### src/rtl/asip_gfx_pkg.sv
// Shared definitions for the graphics blocks of the ASIP.
// Contents:
//   - canvas size and colour/coordinate widths
//   - widths of the signed Bresenham terms (dx/dy, err, e2)
//   - raster_state_t : line_rasterizer FSM states
//   - line_cmd_t     : one captured line command (two endpoints and a colour)
package asip_gfx_pkg;

    localparam int IMAGE_WIDTH  = 320;
    localparam int IMAGE_HEIGHT = 240;
    localparam int COLOR_BITS   = 3;
    localparam int X_BITS       = 9;
    localparam int Y_BITS       = 8;

    // Signed Bresenham terms: |dx| <= 511 fits 11 bits, err = dx + dy fits 12,
    // and e2 = 2*err fits 13, so none of them can overflow.
    localparam int D_BITS   = 11;
    localparam int ERR_BITS = 12;
    localparam int E2_BITS  = 13;

    typedef enum logic [1:0] {
        IDLE  = 2'd0,
        SETUP = 2'd1,
        DRAW  = 2'd2,
        DONE  = 2'd3
    } raster_state_t;

    typedef struct packed {
        logic [X_BITS-1:0]     x0;
        logic [Y_BITS-1:0]     y0;
        logic [X_BITS-1:0]     x1;
        logic [Y_BITS-1:0]     y1;
        logic [COLOR_BITS-1:0] color;
    } line_cmd_t;

endpackage

### src/rtl/line_step.sv
// One Bresenham step, purely combinational.
// Inputs : current pixel (x_i, y_i), error term err_i, deltas dx_i (>= 0) and
//          dy_i (<= 0), step directions sx_neg_i / sy_neg_i (1 = decrement),
//          line endpoint (x1_i, y1_i).
// Outputs: next pixel (x_o, y_o), next error err_o, and at_end_o which is set
//          when the current pixel is the endpoint.
module line_step
    import asip_gfx_pkg::*;
(
    input  logic [X_BITS-1:0]          x_i,
    input  logic [Y_BITS-1:0]          y_i,
    input  logic signed [ERR_BITS-1:0] err_i,
    input  logic signed [D_BITS-1:0]   dx_i,
    input  logic signed [D_BITS-1:0]   dy_i,
    input  logic                       sx_neg_i,
    input  logic                       sy_neg_i,
    input  logic [X_BITS-1:0]          x1_i,
    input  logic [Y_BITS-1:0]          y1_i,
    output logic [X_BITS-1:0]          x_o,
    output logic [Y_BITS-1:0]          y_o,
    output logic signed [ERR_BITS-1:0] err_o,
    output logic                       at_end_o
);

    logic signed [E2_BITS-1:0] e2;
    logic                      step_x;
    logic                      step_y;

    always_comb begin
        // Appending a zero to a 12-bit signed value gives exactly 2*err in 13 bits.
        e2     = {err_i, 1'b0};
        step_x = (e2 >= E2_BITS'(dy_i));
        step_y = (e2 <= E2_BITS'(dx_i));

        // Both moves may apply in one cycle; err then absorbs dy and dx together.
        err_o = err_i;
        if (step_x) err_o = err_o + ERR_BITS'(dy_i);
        if (step_y) err_o = err_o + ERR_BITS'(dx_i);

        x_o = x_i;
        if (step_x) x_o = sx_neg_i ? (x_i - X_BITS'(1)) : (x_i + X_BITS'(1));
        y_o = y_i;
        if (step_y) y_o = sy_neg_i ? (y_i - Y_BITS'(1)) : (y_i + Y_BITS'(1));

        at_end_o = (x_i == x1_i) && (y_i == y1_i);
    end

endmodule

### src/rtl/line_rasterizer.sv
// Line-drawing engine feeding the frame-buffer write port.
// Accepts one line command per valid/ready handshake, walks it with integer
// Bresenham at one pixel per clock and strobes writeEnable for on-canvas pixels.
// Ports:
//   clk, reset            clock, asynchronous active-high reset
//   cmd_valid/cmd_ready   command handshake; transfer when both are high on a
//                         rising edge. cmd_ready is high exactly in IDLE.
//   cmd_x0/y0/x1/y1       endpoints (unsigned), cmd_color line colour
//   XWrite/YWrite         current pixel, writeValueMemory its colour
//   writeEnable           high when the presented pixel lies on the canvas
//   busy                  high from SETUP through DONE
//   done                  one-cycle pulse after the last pixel
module line_rasterizer #(
    parameter int IMAGE_WIDTH  = asip_gfx_pkg::IMAGE_WIDTH,
    parameter int IMAGE_HEIGHT = asip_gfx_pkg::IMAGE_HEIGHT,
    parameter int COLOR_BITS   = asip_gfx_pkg::COLOR_BITS,
    parameter int X_BITS       = asip_gfx_pkg::X_BITS,
    parameter int Y_BITS       = asip_gfx_pkg::Y_BITS
) (
    input  logic                  clk,
    input  logic                  reset,
    input  logic                  cmd_valid,
    output logic                  cmd_ready,
    input  logic [X_BITS-1:0]     cmd_x0,
    input  logic [Y_BITS-1:0]     cmd_y0,
    input  logic [X_BITS-1:0]     cmd_x1,
    input  logic [Y_BITS-1:0]     cmd_y1,
    input  logic [COLOR_BITS-1:0] cmd_color,
    output logic [X_BITS-1:0]     XWrite,
    output logic [Y_BITS-1:0]     YWrite,
    output logic [COLOR_BITS-1:0] writeValueMemory,
    output logic                  writeEnable,
    output logic                  busy,
    output logic                  done
);
    import asip_gfx_pkg::*;

    localparam logic [X_BITS-1:0] X_LIM = X_BITS'(IMAGE_WIDTH);
    localparam logic [Y_BITS-1:0] Y_LIM = Y_BITS'(IMAGE_HEIGHT);

    raster_state_t               state_q;
    line_cmd_t                   cmd_q;
    logic [X_BITS-1:0]           x_q;
    logic [Y_BITS-1:0]           y_q;
    logic signed [ERR_BITS-1:0]  err_q;
    logic signed [D_BITS-1:0]    dx_q;
    logic signed [D_BITS-1:0]    dy_q;
    logic                        sx_neg_q;
    logic                        sy_neg_q;
    logic                        we_q;
    logic                        busy_q;
    logic                        done_q;

    logic [X_BITS-1:0]           adx;
    logic [Y_BITS-1:0]           ady;
    logic signed [D_BITS-1:0]    dx_init;
    logic signed [D_BITS-1:0]    dy_init;
    logic signed [ERR_BITS-1:0]  err_init;

    logic [X_BITS-1:0]           x_d;
    logic [Y_BITS-1:0]           y_d;
    logic signed [ERR_BITS-1:0]  err_d;
    logic                        at_end;

    assign cmd_ready        = (state_q == IDLE);
    assign XWrite           = x_q;
    assign YWrite           = y_q;
    assign writeValueMemory = cmd_q.color;
    assign writeEnable      = we_q;
    assign busy             = busy_q;
    assign done             = done_q;

    // Setup terms derived from the captured command.
    always_comb begin
        adx      = (cmd_q.x1 >= cmd_q.x0) ? (cmd_q.x1 - cmd_q.x0) : (cmd_q.x0 - cmd_q.x1);
        ady      = (cmd_q.y1 >= cmd_q.y0) ? (cmd_q.y1 - cmd_q.y0) : (cmd_q.y0 - cmd_q.y1);
        dx_init  = D_BITS'(adx);
        dy_init  = -D_BITS'(ady);
        err_init = ERR_BITS'(dx_init) + ERR_BITS'(dy_init);
    end

    line_step u_step (
        .x_i      (x_q),
        .y_i      (y_q),
        .err_i    (err_q),
        .dx_i     (dx_q),
        .dy_i     (dy_q),
        .sx_neg_i (sx_neg_q),
        .sy_neg_i (sy_neg_q),
        .x1_i     (cmd_q.x1),
        .y1_i     (cmd_q.y1),
        .x_o      (x_d),
        .y_o      (y_d),
        .err_o    (err_d),
        .at_end_o (at_end)
    );

    // The write port always shows (x_q, y_q); the registers below load the
    // next pixel so each DRAW cycle presents exactly one pixel.
    always_ff @(posedge clk or posedge reset) begin
        if (reset) begin
            state_q  <= IDLE;
            cmd_q    <= '0;
            x_q      <= '0;
            y_q      <= '0;
            err_q    <= '0;
            dx_q     <= '0;
            dy_q     <= '0;
            sx_neg_q <= 1'b0;
            sy_neg_q <= 1'b0;
            we_q     <= 1'b0;
            busy_q   <= 1'b0;
            done_q   <= 1'b0;
        end else begin
            case (state_q)
                IDLE: begin
                    if (cmd_valid) begin
                        cmd_q   <= '{x0: cmd_x0, y0: cmd_y0, x1: cmd_x1,
                                     y1: cmd_y1, color: cmd_color};
                        busy_q  <= 1'b1;
                        state_q <= SETUP;
                    end
                end
                SETUP: begin
                    x_q      <= cmd_q.x0;
                    y_q      <= cmd_q.y0;
                    dx_q     <= dx_init;
                    dy_q     <= dy_init;
                    err_q    <= err_init;
                    sx_neg_q <= (cmd_q.x1 < cmd_q.x0);
                    sy_neg_q <= (cmd_q.y1 < cmd_q.y0);
                    we_q     <= (cmd_q.x0 < X_LIM) && (cmd_q.y0 < Y_LIM);
                    state_q  <= DRAW;
                end
                DRAW: begin
                    if (at_end) begin
                        we_q    <= 1'b0;
                        done_q  <= 1'b1;
                        state_q <= DONE;
                    end else begin
                        x_q   <= x_d;
                        y_q   <= y_d;
                        err_q <= err_d;
                        we_q  <= (x_d < X_LIM) && (y_d < Y_LIM);
                    end
                end
                DONE: begin
                    done_q  <= 1'b0;
                    busy_q  <= 1'b0;
                    state_q <= IDLE;
                end
                default: state_q <= IDLE;
            endcase
        end
    end

endmodule

### config.mk
export PLATFORM = sky130hd
export DESIGN_NAME = line_rasterizer
export DESIGN_NICKNAME = d
export VERILOG_FILES = /design/src/rtl/asip_gfx_pkg.sv /design/src/rtl/line_step.sv /design/src/rtl/line_rasterizer.sv
export SDC_FILE = /design/constraint.sdc
export NUM_CORES = 1
export LEC_CHECK = 0
export CAP_MARGIN = 20
export CORE_UTILIZATION = 25
export DETAILED_ROUTE_END_ITERATION = 12
export DONT_BUFFER_PORTS = 1
export SYNTH_ARGS = -nofsm -noshare
export SYNTH_HDL_FRONTEND = slang
export SYNTH_SLANG_ARGS = --single-unit
### constraint.sdc
create_clock -name clk -period 11.98 [get_ports clk]
set_clock_uncertainty 0.05 [all_clocks]
set_input_delay 1.198 -clock clk [delete_from_list [all_inputs] [get_ports clk]]
set_output_delay 1.198 -clock clk [all_outputs]
set_load 0.03 [all_outputs]
==> reports/results.txt <==
die width = 183 µm
fill count = 3488
Die Area = 33400 µm²
Hold Path End = cmd_q[32]
max-cap violation count = 0
Final Non-Filler Cells = 1344
asr flop ratio synth = 100%
Seq/Total Area, Yosys = 28.5%
worst-case reg-to-reg path depth = 18
largest net degree at the start of global routing = 60
NumNets Final = 1052
most frequent cells in the layout = ha_1, dfrtp_1, inv_1
H-tree depth = 3
wire length of the first global-routing pass = 35400 µm
GRT Total Usage = 13.5%
post-synth net total = 1063
critical path peak fanout = 9
final number of setup-violating endpoints = 0
most common cell after layout, fill and taps aside = ha_1
Post-DP HPWL = 17200 µm
Clock Path Buffers = 2
final routed DRC violation total = 0
iteration count of the initial detailed-routing pass = 5
endpoints failing hold = 0
Slew HR = 42.0%
CTS sink cnt = 93
Tcrit/Tclk final = 39.5%
Initial Util = 25.6%
setup slack after layout = 7.25 ns
post-route minimum period = 4.73 ns
via count = 6543
chip height = 183 µm
syn avg cell area = 8.93 µm²
IO Pins = 64
min-delay worst type = register to register
Worst setup SP type = register
CP endpoint kind = register
FF+latch count, synth = 93
r2r endpoint = err_q[9]
Fmax achieved = 211 MHz
total number of placement rows = 65
drt total wl = 21900 µm
IO buf count = 0
post-route setup TNS = 0 ns
Layout area overhead = 9.28%
Placeable Area = 31900 µm²
Post-CTS Repair Setup Buffers = 0
Num CTS Buffers = 9
vias per inst = 4.87
RePlAce Congestion = 0.896
vias in the first global route = 6603
initial antenna violation count = 1
Final ANT Viol Nets = 0
library cells used by synthesis = 70
clock-pin slew on the worst setup and hold paths = 0.07 ns
WS Path Type = register to register
Hold Path Depth = 1
diode count = 0
Multi-input gate area = 5380 µm²
Worst Tran Pin Value = 0.869 ns
Critical R2R Launch = cmd_q[12]
RSZ-0062 raised after global routing = no
GRT overflow = 0
Post-Syn Instances = 915
EDFF count, synth = 0
status = completed
post-CTS sizing = 0
Hold Buf Count CTS = 0
share of cells above drive strength 1 = 10.2%
Synth Cell Area = 8170 µm²
R2R Setup Slk = 7.25 ns
CTS root buf = clkbuf_16
top_reg_cell synth = dfrtp_1
CP arrival = 4.98 ns
CTS tree = yes
HP Start = cmd_q[32]
Sequential Area = 2330 µm²
clock latency at the later pin of the worst-skew pair = 0.36 ns
Yosys warnings = 0
Routed WL per cell = 16.3 µm
placed cells = 1328
critical path required time = 12.22 ns
Final Slew Violations = 0
pre-CTS setup slack = 7.31 ns
DR iter-0 viols = 413
[logic make-up after synthesis]
| group | synth area share, % |
|---|---|
| fa+ha+maj | 17.4 |
| buf+inv | 5.67 |
| mux | 9.05 |
| xor+xnor | 7.83 |
| flops | 28.5 |
| compound gates | 19.0 |
| simple gates | 12.6 |
[sequential cells by signal, indices dropped and copies added (netlist names)]
register          flops
XWrite                9
dy_q                 11
busy                  1
done                  1
dx_q                  9
writeValueMemory      3
YWrite                8
sy_neg_q              1
state_q               2
cmd_q                34
sx_neg_q              1
writeEnable           1
err_q                12
[how the worst max path moves through the flow]
stage,slack (ns),start,to,depth (start not counted)
after detailed placement,7.31,cmd_q[12],err_q[9],18
after global routing,6.93,cmd_q[3],err_q[10],19
final,7.25,cmd_q[12],err_q[9],18
after CTS,7.27,cmd_q[12],err_q[9],18
after floorplan,7.69,cmd_q[12],err_q[9],18
after global placement,7.35,cmd_q[16],err_q[9],17
[cell type report]
type,instances,area share (%)
Tap cell,435,6.10
Multi-Input combinational cell,705,60.3
Clock buffer,11,2.83
Timing Repair Buffer,7,0.589
Clock inverter,5,0.393
Sequential cell,93,26.1
Inverter,88,3.73
[cells in the mapped netlist (all sizes together) (5+ instances only)]
cell    instances  area, µm²
o21ai          55        287
a31oi           9       56.3
nand3          18       95.1
a22oi           8       60.1
nor2b          11       68.8
clkbuf         21       78.8
fa              9        180
nand4          11       68.8
or3             8       50.1
o31ai           6       45.0
buf             8       53.8
mux2i          12        120
nor2           73        284
nor3            8       40.0
o211ai          9       67.6
mux2           55        619
nand2b          6       37.5
a211oi         10       75.1
inv            87        327
o22ai          11       68.8
and2            5       31.3
xnor2          46        403
a21o           20        150
ha             99       1240
nand2          60        225
dfrtp          93       2330
a21oi          72        368
xor2           27        236
[critical path, cell delays in order, from the launching register on]
cell and delay (ns):
dfrtp_1 0.44, inv_1 0.11, ha_1 0.33, nor2b_1 0.12, o21ai_0 0.12, a21o_1 0.23, and4_1 0.24, nor2_2 0.39
mux2_1 0.39, a221o_1 0.31, or3_1 0.38, and2_1 0.18, ha_1 0.32, nand2_1 0.06, o21ai_0 0.27, a21o_1 0.17
a21oi_1 0.09, or3_1 0.38, nand3_1 0.08
[metal layers]
layer	share of wire (%)	GRT usage (%)
met1	47	17.7
met2	46	22.1
met3	5.0	3.06
met4	1.8	3.53
met5	0.046	0
[metrics by stage]
step           hold WS, ns  instance area [µm²]  utilization (%)
6_report             0.494                 8920             28.0
3_3_place_gp         0.475                 8640             27.1
2_1_floorplan        0.431                 8170                -
4_1_cts              0.498                 8920             28.0
5_1_grt              0.509                 8920             28.0
3_5_place_dp         0.482                 8640             27.1
Power is left out: the tool's default activity adds up to more than one toggle a clock period on the data nets, which glitch-free logic cannot reach.
